## config.mk

```make
export PLATFORM = sky130hd
export DESIGN_NAME = memory_cycle
export DESIGN_NICKNAME = d
export VERILOG_FILES = /design/src/rtl/mem_pkg.sv /design/src/rtl/memory_cycle_vec_beat_sequencer.sv /design/src/rtl/memory_cycle.sv
export SDC_FILE = /design/constraint.sdc
export NUM_CORES = 1
export LEC_CHECK = 0
export BUFFER_PORTS_ARGS = -buffer_cell sky130_fd_sc_hd__buf_2
export CAP_MARGIN = 20
export CORE_AREA = 2 2 250 252
export DETAILED_ROUTE_END_ITERATION = 6
export DIE_AREA = 0 0 252 254
export GPL_ROUTABILITY_DRIVEN = 0
export PLACE_DENSITY_LB_ADDON = 0.3
export SLEW_MARGIN = 25
export SYNTH_ARGS = -nofsm -noshare
export SYNTH_HDL_FRONTEND = slang
export SYNTH_SLANG_ARGS = --single-unit
```

## constraint.sdc

```tcl
create_clock -name clk -period 43.4 [get_ports clk]
set_input_delay 8.68 -clock clk [delete_from_list [all_inputs] [get_ports clk]]
set_output_delay 8.68 -clock clk [all_outputs]
set_load 0.005 [all_outputs]
```

## src/rtl/mem_pkg.sv

```systemverilog
// Shared types and constants for the memory stage.
// Included by the sequencer and the memory_cycle top.
package mem_pkg;

    localparam int DATA_W     = 32;
    localparam int VLEN_WORDS = 4;
    localparam int VEC_W      = DATA_W * VLEN_WORDS;
    localparam int REG_ADDR_W = 6;
    localparam int BEAT_W     = $clog2(VLEN_WORDS + 1);
    localparam int LANE_W     = $clog2(VLEN_WORDS);

    typedef enum logic [1:0] {
        IDLE,
        LOAD,
        STORE
    } mem_state_t;

    typedef logic [VLEN_WORDS-1:0][DATA_W-1:0] vec_t;

    typedef struct packed {
        logic                  regwrite;
        logic                  memwrite;
        logic                  resultsrc;
        logic                  vec;
        logic [REG_ADDR_W-1:0] rd;
        logic [DATA_W-1:0]     pc4;
        logic [DATA_W-1:0]     alu;
        vec_t                  wdata;
    } instr_t;

    // Address of beat k: base + 4k, wrapping modulo 2^32.
    function automatic logic [DATA_W-1:0] beat_addr(
        input logic [DATA_W-1:0] base,
        input logic [BEAT_W-1:0] k
    );
        return base + (DATA_W'(k) << 2);
    endfunction

endpackage

```

## src/rtl/memory_cycle_vec_beat_sequencer.sv

```systemverilog
// Beat sequencer: FSM, beat counter, address generation and stall.
// Outputs are forced low while reset is held.
module vec_beat_sequencer
    import mem_pkg::*;
(
    input  logic              clk,
    input  logic              rst,
    input  logic              load,
    input  logic              store,
    input  logic              vec,
    input  logic [DATA_W-1:0] addr_in,
    output logic [DATA_W-1:0] dmem_addr,
    output logic              dmem_we,
    output logic              dmem_re,
    output logic              stall,
    output logic              busy,
    output logic              capture,
    output logic              done,
    output logic [BEAT_W-1:0] beat
);

    mem_state_t        state, state_n;
    logic [BEAT_W-1:0] cnt, cnt_n;
    logic [BEAT_W-1:0] beats, beats_n;
    logic [DATA_W-1:0] base, base_n;
    logic [DATA_W-1:0] addr_c;
    logic              we_c, re_c, stall_c, cap_c, done_c;

    // State, beat counter, beat total and latched base address.
    always_ff @(posedge clk or posedge rst) begin
        if (rst) begin
            state <= IDLE;
            cnt   <= '0;
            beats <= '0;
            base  <= '0;
        end else begin
            state <= state_n;
            cnt   <= cnt_n;
            beats <= beats_n;
            base  <= base_n;
        end
    end

    // Next-state, beat addressing and strobes.
    always_comb begin
        state_n = state;
        cnt_n   = cnt;
        beats_n = beats;
        base_n  = base;
        addr_c  = '0;
        we_c    = 1'b0;
        re_c    = 1'b0;
        stall_c = 1'b0;
        cap_c   = 1'b0;
        done_c  = 1'b0;
        unique case (state)
            IDLE: begin
                base_n = {addr_in[DATA_W-1:2], 2'b00};
                if (load) begin
                    re_c    = 1'b1;
                    addr_c  = base_n;
                    stall_c = 1'b1;
                    state_n = LOAD;
                    cnt_n   = BEAT_W'(1);
                    beats_n = vec ? BEAT_W'(VLEN_WORDS) : BEAT_W'(1);
                end else if (store && vec) begin
                    we_c    = 1'b1;
                    addr_c  = base_n;
                    stall_c = 1'b1;
                    state_n = STORE;
                    cnt_n   = BEAT_W'(1);
                end else if (store) begin
                    we_c   = 1'b1;
                    addr_c = base_n;
                    done_c = 1'b1;
                end else begin
                    done_c = 1'b1;
                end
            end
            LOAD: begin
                cap_c = 1'b1;
                if (cnt == beats) begin
                    done_c  = 1'b1;
                    state_n = IDLE;
                    cnt_n   = '0;
                end else begin
                    re_c    = 1'b1;
                    addr_c  = beat_addr(base, cnt);
                    stall_c = 1'b1;
                    cnt_n   = cnt + BEAT_W'(1);
                end
            end
            STORE: begin
                we_c   = 1'b1;
                addr_c = beat_addr(base, cnt);
                if (cnt == BEAT_W'(VLEN_WORDS - 1)) begin
                    done_c  = 1'b1;
                    state_n = IDLE;
                    cnt_n   = '0;
                end else begin
                    stall_c = 1'b1;
                    cnt_n   = cnt + BEAT_W'(1);
                end
            end
            default: begin
                state_n = IDLE;
                cnt_n   = '0;
            end
        endcase
    end

    assign dmem_addr = rst ? '0 : addr_c;
    assign dmem_we   = we_c & ~rst;
    assign dmem_re   = re_c & ~rst;
    assign stall     = stall_c & ~rst;
    assign capture   = cap_c & ~rst;
    assign done      = done_c & ~rst;
    assign busy      = (state != IDLE);
    assign beat      = cnt;

endmodule

```

## src/rtl/memory_cycle.sv

```systemverilog
// Memory stage: scalar and 128-bit vector data-memory access,
// read-buffer assembly and the memory-to-writeback register.
module memory_cycle
    import mem_pkg::*;
(
    input  logic                  clk,
    input  logic                  rst,
    input  logic                  RegWriteM,
    input  logic                  MemWriteM,
    input  logic                  ResultSrcM,
    input  logic                  is_vectorialM,
    input  logic [REG_ADDR_W-1:0] RD_M,
    input  logic [DATA_W-1:0]     PCPlus4M,
    input  logic [DATA_W-1:0]     ALU_ResultM,
    input  logic [VEC_W-1:0]      WriteDataM,
    output logic [DATA_W-1:0]     dmem_addr,
    output logic [DATA_W-1:0]     dmem_wdata,
    output logic                  dmem_we,
    output logic                  dmem_re,
    input  logic [DATA_W-1:0]     dmem_rdata,
    output logic                  StallM,
    output logic                  RegWriteW,
    output logic                  ResultSrcW,
    output logic                  is_vectorialW,
    output logic [REG_ADDR_W-1:0] RD_W,
    output logic [DATA_W-1:0]     PCPlus4W,
    output logic [DATA_W-1:0]     ALU_ResultW,
    output logic [VEC_W-1:0]      ReadDataW,
    output logic                  MisalignW
);

    instr_t            cur, lat, src;
    logic              busy, capture, done, is_load;
    logic [BEAT_W-1:0] beat;
    logic [LANE_W-1:0] rlane, wlane;
    vec_t              rbuf, rbuf_n;

    // Bundle the incoming M-stage fields.
    always_comb begin
        cur           = '0;
        cur.regwrite  = RegWriteM;
        cur.memwrite  = MemWriteM;
        cur.resultsrc = ResultSrcM;
        cur.vec       = is_vectorialM;
        cur.rd        = RD_M;
        cur.pc4       = PCPlus4M;
        cur.alu       = ALU_ResultM;
        cur.wdata     = WriteDataM;
    end

    vec_beat_sequencer u_seq (
        .clk       (clk),
        .rst       (rst),
        .load      (ResultSrcM & ~MemWriteM),
        .store     (MemWriteM),
        .vec       (is_vectorialM),
        .addr_in   (ALU_ResultM),
        .dmem_addr (dmem_addr),
        .dmem_we   (dmem_we),
        .dmem_re   (dmem_re),
        .stall     (StallM),
        .busy      (busy),
        .capture   (capture),
        .done      (done),
        .beat      (beat)
    );

    assign src     = busy ? lat : cur;
    assign is_load = src.resultsrc & ~src.memwrite;
    assign rlane   = LANE_W'(beat - BEAT_W'(1));
    assign wlane   = beat[LANE_W-1:0];

    assign dmem_wdata = dmem_we ? src.wdata[wlane] : '0;

    // Merge the beat arriving this cycle into the read buffer.
    always_comb begin
        rbuf_n = rbuf;
        if (capture) begin
            rbuf_n[rlane] = dmem_rdata;
        end
    end

    // Latch the instruction while idle; hold it for multi-beat ops.
    always_ff @(posedge clk or posedge rst) begin
        if (rst) begin
            lat  <= '0;
            rbuf <= '0;
        end else begin
            if (!busy) begin
                lat <= cur;
            end
            rbuf <= rbuf_n;
        end
    end

    // Writeback register: load on completion, bubble otherwise.
    always_ff @(posedge clk or posedge rst) begin
        if (rst) begin
            RegWriteW     <= 1'b0;
            ResultSrcW    <= 1'b0;
            is_vectorialW <= 1'b0;
            RD_W          <= '0;
            PCPlus4W      <= '0;
            ALU_ResultW   <= '0;
            ReadDataW     <= '0;
            MisalignW     <= 1'b0;
        end else if (done) begin
            RegWriteW     <= src.regwrite & ~src.memwrite;
            ResultSrcW    <= src.resultsrc;
            is_vectorialW <= src.vec;
            RD_W          <= src.rd;
            PCPlus4W      <= src.pc4;
            ALU_ResultW   <= src.alu;
            MisalignW     <= |src.alu[1:0];
            if (!is_load) begin
                ReadDataW <= '0;
            end else if (src.vec) begin
                ReadDataW <= rbuf_n;
            end else begin
                ReadDataW <= {{(VEC_W-DATA_W){1'b0}}, dmem_rdata};
            end
        end else begin
            RegWriteW <= 1'b0;
        end
    end

endmodule

```

==> results of run 1 <==
[Yosys cell counts, types with 6 or more instances]
master	instances
a21oi_1	40
a31o_1	49
a31o_2	47
a31oi_1	71
a32oi_1	9
and2_0	49
and2_1	51
buf_1	9
buf_2	61
buf_6	8
clkbuf_1	64
dfrtp_1	569
ha_1	9
inv_1	17
mux2_1	19
mux2_2	239
nand2_1	317
nand3_1	14
nand4_1	7
nor2_1	280
nor3_1	8
nor4_1	6
o21ai_0	11
o22ai_1	21
o41ai_2	32
or3_1	65
xnor2_1	17
xor2_1	13
[cell families after synthesis]
group	after synthesis
and+or+nand+nor	816
DFF	569
AOI/OAI and AO/OA	291
muxes	261
buffers and inverters	165
xor gates and xnor gates	30
adders and majority gates	10
other	1
[per-layer routing]
layer  GRT usage, %  wire length (um)
met5              0                58
met4           8.30              2190
met3           4.94              4620
met2           34.6             33200
met1           27.7             29500
[cell type report]
| cell class | instances | area [sq um] | share of cell area, % |
|---|---|---|---|
| flip-flops and latches | 569 | 14200 | 48.2 |
| multi-input cells | 1410 | 9390 | 31.8 |
| repair buffers | 526 | 2770 | 9.39 |
| clock buffers | 84 | 1720 | 5.83 |
| well taps | 790 | 988 | 3.34 |
| clock inverters | 30 | 314 | 1.06 |
| inverters | 17 | 76.3 | 0.258 |
| diodes | 19 | 47.5 | 0.161 |
[flip-flops by register name (all words and copies together), names as in the netlist]
signal / cells
MisalignW: 1
ResultSrcW: 1
u_seq.base: 30
u_seq.state: 2
ALU_ResultW: 32
RD_W: 6
rbuf: 128
is_vectorialW: 1
PCPlus4W: 32
lat: 202
u_seq.beat: 3
RegWriteW: 1
u_seq.beats: 2
ReadDataW: 128
[stage by stage]
stage	utilization, %	total power (W)	hold slack (ns)
floorplan	-	0.00147	0.434
global placement	44.7	0.00172	0.450
detailed placement	44.7	0.00176	0.457
CTS	48.1	0.00230	0.472
global route	48.2	0.00243	0.487
finish	48.2	0.00228	0.470
[worst register-to-register path, delay by kind of cell, from the launching register on]
kind,cells,cell delay (ns)
flops,1,0.54
compound gates,2,0.78
buf+inv,2,1.15
simple gates,3,1.60
[power by group]
group | switching, W | total, W | leakage (nW) | internal, W
registers | 0.0000974 | 0.000866 | 7.03 | 0.000769
logic | 0.000517 | 0.000886 | 6.31 | 0.000369
clock network | 0.000220 | 0.000528 | 1.00 | 0.000307
[worst min path at each step]
stage,start,end,slack [ns],cells after the start
6_report,lat[153],lat[153],0.47,2
5_1_grt,lat[134],lat[134],0.49,2
4_1_cts,lat[155],lat[155],0.47,2
3_5_place_dp,lat[163],lat[163],0.46,2
3_3_place_gp,lat[201],lat[201],0.45,2
2_1_floorplan,lat[201],lat[201],0.43,2
==> impl_metrics.yaml, run 1 <==
critical_path:
  cp_num_buf_inv: 3
  r2r_setup_slack_ns: 39.22
  critical_path.cell_chain: "buf_2, clkinv_8, nand3_1, o22ai_1, buf_2"
  crit_family: "buffers and inverters"
  cpMaxStageDelayCell: "nand3_1"
  reg2reg_to: "ReadDataW[70]"
  cp-end-kind: "output pin"
  worst_path_most_repeated_cell: "buf_2"
  r2r_start: "u_seq.state[1]"
  critPathRequiredTime_ns: 34.72
  cpPeakStageDelay_ns: 0.79
  crit_cells: 5
  cp_data_arrival_time_ns: 10.69
  reg2reg_depth: 7
  crit_path_start: "rst"
  critPathCapture: "dmem_addr[15]"
  crit_fanout: 143
  startpoint_type: "input port"
  worstSetupPathType: "input port to output pin"
routing:
  dr.pass1.iters: 5
  drt-total-wl_mm: 69.5
  avgViaCountPerCell: 5.24
  drt_iter0_markers: 1406
  wl_per_cell_um: 20.2
  ant_nets: 0
  drc_errors: 0
  vias: 18058
die:
  initial_core_util_pct: 39.8
  die-area_sq_um: 64000
  core_area_sq_um: 61300
  num_rows: 91
  die_h_um: 254
  die_w_um: 252
  ios: 505
yosys:
  synth-compound-area-share_pct: 9.74
  avgSynthCellArea_sq_um: 11.4
  ys_warn_count: 0
  synth-simple-area-share_pct: 14.8
  ys.flop_type: "dfrtp_1"
  synth-seq-cells: 569
  synth.area.mux_share_pct: 12.0
  ys_async_sr_fraction_pct: 100
  synth_top_area_share_pct: 58.4
  synth_area_sq_um: 24400
  synth_cell_types: 53
  synth_xor_xnor_area_share_pct: 1.08
  synth-adder-area-share_pct: 0.544
  yosysSeqAreaShare_pct: 58.4
  synth_area_leaders: "dfrtp_1 58%, mux2_2 11%, nand2_1 4.9%"
  synth_top_area_cell: "dfrtp_1"
  synth_top_family_by_area: "simple AND/OR/NAND/NOR gates"
  syn_inst: 2143
  synth_edf_count: 0
sta:
  timing.final.hold_violations: 0
  clock_skew_ns: 0.0276
  setup-tns-final_ns: 0
  fin_crit_ns: 19.37
  fin_crit_sh_pct: 44.6
  worst_slack_ns: 24.03
  rsz0062_at_grt: "no"
  timing.fmax_mhz: 51.6
  worstMarginPinSlew_ns: 1.24
  setup_viol: 0
  drv_slew: 0
  relSlewSlack_pct: 17.1
power_and_ir_drop:
  p_leak_nw: 14.3
  powerDensity_nw_per_um2: 77.1
  ir_drop_v: 0.0000653
cts:
  clkTransAtPathRegs_ns: 0.05
  cts_sinks: 569
  clock_path_buffers: 3
  clk_latency_ns: 0.64
  cts_resized: 0
  cts_made_buffers: 61
  htree_levels: 2
  cts_tree: "yes"
  cts-root-buf: "clkbuf_16"
  ctsHoldBuffers: 0
  cts_setup_buffers: 0
final_layout:
  drive_above_1_share_pct: 36.6
  final_cell_mix: "568 x dfrtp_1, 502 x buf_2, 317 x nand2_1"
  final_area_sq_um: 29600
  area_growth_pct: 21.2
  final_cells: 3445
  num-nets-final: 2831
  num-fill-cells: 5627
  final_common_cell: "dfrtp_1"
global_route:
  grt_usage_pct: 21.3
  grt_max_degree: 237
  grt.overflow.total: 0
  grt_pass1_vias: 18575
  grt_pass1_wl_mm: 107
  antenna_found_initial: 24
place:
  hpwl_mm: 45.0
  dp_cells: 3310
  pre_cts_slack_ns: 23.72
  placed_area_sq_um: 27400
  port_buffers: 502
run:
  maxCapViolations: 0
worst_hold_path:
  hold_class: "flop to flop"
status:
  status: "finished, final reports clean"
Note: power is estimated with default switching activity, not from simulation.
==> inputs of run 2 (changes only) <==
Clock period 43.4 ns to 15.65 ns, I/O delays scaled along.
==> run 2 against run 1 <==
  * Global-route usage decreased by 0.42 points
  * Highest routed layer unchanged
  * First-iteration DRC count decreased by 11%
  * Count of clock-buffer cells in the layout increased by 7
  * Total power increased to 2.8 times the previous value
  * Flip-flop and latch count unchanged
  * Wire length decreased by 1.5%
  * Via count decreased by 0.18%
  * Clock power increased to 2.7 times the previous value
  * Die area unchanged
==> impl_metrics.yaml, run 2 (synthesis gave the netlist of run 1 again) <==
cts:
  ctsHoldBuffers: 0
  cts_made_buffers: 61
  cts_setup_buffers: 0
  clk_latency_ns: 0.63
  cts_resized: 0
  htree_levels: 2
  clkTransAtPathRegs_ns: 0.06
  cts-root-buf: "clkbuf_16"
  cts_sinks: 569
  clock_path_buffers: 3
  cts_tree: "yes"
routing:
  routed-wl-met3_mm: 4.36
  highest_layer: "met5"
  wl_per_cell_um: 19.9
  wl_met2_mm: 32.8
  drt-total-wl_mm: 68.4
  dr.pass1.iters: 6
  avgViaCountPerCell: 5.24
  vias: 18026
  ant_nets: 0
  drc_errors: 0
  drt_iter0_markers: 1250
  wl_met1_mm: 29.2
sta:
  rsz0062_at_grt: "no"
  setup_viol: 0
  fin_crit_sh_pct: 53.5
  timing.final.hold_violations: 0
  clock_skew_ns: 0.0216
  timing.fmax_mhz: 119
  worstMarginPinSlew_ns: 1.06
  drv_slew: 0
  relSlewSlack_pct: 29.6
  fin_crit_ns: 8.37
critical_path:
  cpMaxStageDelayCell: "nand3_1"
  crit_fanout: 32
  cp-end-kind: "output pin"
  startpoint_type: "input port"
  critical_path.cell_chain: "buf_2, clkinvlp_4, nand3_1, o22ai_1, buf_2"
  worstSetupPathType: "input port to output pin"
  cpPeakStageDelay_ns: 0.82
  worst_path_most_repeated_cell: "buf_2"
  cp_data_arrival_time_ns: 5.24
  critPathRequiredTime_ns: 12.52
status:
  status: "finished, final reports clean"
power_and_ir_drop:
  seqPwrFrac_pct: 38.2
  p_clk_share_pct: 23.0
  combPwrFrac_pct: 38.8
  ir_drop_v: 0.000143
  p_sw_share_pct: 36.5
  switchingPower_w: 0.00229
  internal_power_w: 0.00399
  p_leak_nw: 14.3
  finalPower_w: 0.00628
  powerDensity_nw_per_um2: 213
run:
  maxCapViolations: 0
global_route:
  grt_pass1_wl_mm: 106
  grt_pass1_vias: 18442
  antenna_found_initial: 15
  grt_usage_pct: 20.9
  grt_max_degree: 237
  grt.overflow.total: 0
die:
  die-area_sq_um: 64000
  core_area_sq_um: 61300
  die_h_um: 254
  ios: 505
  initial_core_util_pct: 39.8
  num_rows: 91
  die_w_um: 252
final_layout:
  largest_reg_flops: 202
  drive_above_1_share_pct: 36.5
  top_regs: "lat x202, ReadDataW x128, rbuf x128"
  final_cell_mix: "568 x dfrtp_1, 502 x buf_2, 317 x nand2_1"
  num-nets-final: 2832
  area_growth_pct: 21.0
  top_register: "lat"
  final_util_pct: 48.2
  final_common_cell: "dfrtp_1"
place:
  port_buffers: 502
  hpwl_mm: 44.1
worst_hold_path:
  hold_class: "flop to flop"
-- run 2: changes by cell type in the layout (fill, tap and decap cells not counted), sizes merged --
cell | previous run | this run
clkinv | 18 | 14
bufinv | 5 | 3
inv | 19 | 18
clkbuf | 84 | 91
diode | 19 | 13
buf | 526 | 527
-- run 2: area by class of cell --
cell class | count | area [sq um]
sequential | 569 | 14200
clock buffer | 91 | 1790
fill | 5633 | 31700
multi-input combinational | 1410 | 9390
timing repair buffer | 527 | 2780
antenna | 13 | 32.5
clock inverter | 23 | 226
inverter | 17 | 67.6
tap | 790 | 988
-- run 2: worst paths after layout --
check / startpoint / slack [ns] / depth (start not counted) / endpoint
hold / removal: lat[193] / 0.47 / 2 / lat[193]
max in group asynchronous: rst / 10.18 / 5 / rbuf[64]
setup / recovery: rst / 7.28 / 5 / dmem_addr[14]
min in group asynchronous: rst / 2.74 / 2 / lat[137]
setup reg to reg: u_seq.beat[1] / 12.02 / 8 / ReadDataW[99]
hold reg to reg: lat[193] / 0.47 / 2 / lat[193]
-- run 2: critical path: cells and delay by family --
kind,cells,cell delay [ns]
simple gates,1,0.82
buf+inv,3,1.04
compound gates,1,0.23
-- run 2: per-stage QoR --
step	std cells	hold slack (ns)	worst slack [ns]	TNS [ns]	instance area, sq um
after floorplan	2144	0.434	-0.654	-6.49	24400
final	3440	0.468	7.28	0	29500
after global routing	3437	0.484	7.08	0	29500
after CTS	3426	0.471	7.31	0	29400
after global placement	3312	0.449	7.47	0	27400
after detailed placement	3312	0.457	7.32	0	27400
-- run 2: power groups by stage --
stage	combinational, W	sequential, W	clock [W]
2_1_floorplan	0.00169	0.00238	0
6_report	0.00243	0.00240	0.00145
3_5_place_dp	0.00244	0.00242	0
4_1_cts	0.00245	0.00240	0.00148
3_3_place_gp	0.00237	0.00239	0
5_1_grt	0.00269	0.00247	0.00154
-- run 2: metal layers --
layer | up-vias | track usage, %
met3 | 133 | 4.97
met2 | 589 | 34.1
met5 | - | 0
li1 | 8271 | -
met1 | 9025 | 27.2
met4 | 8 | 7.34
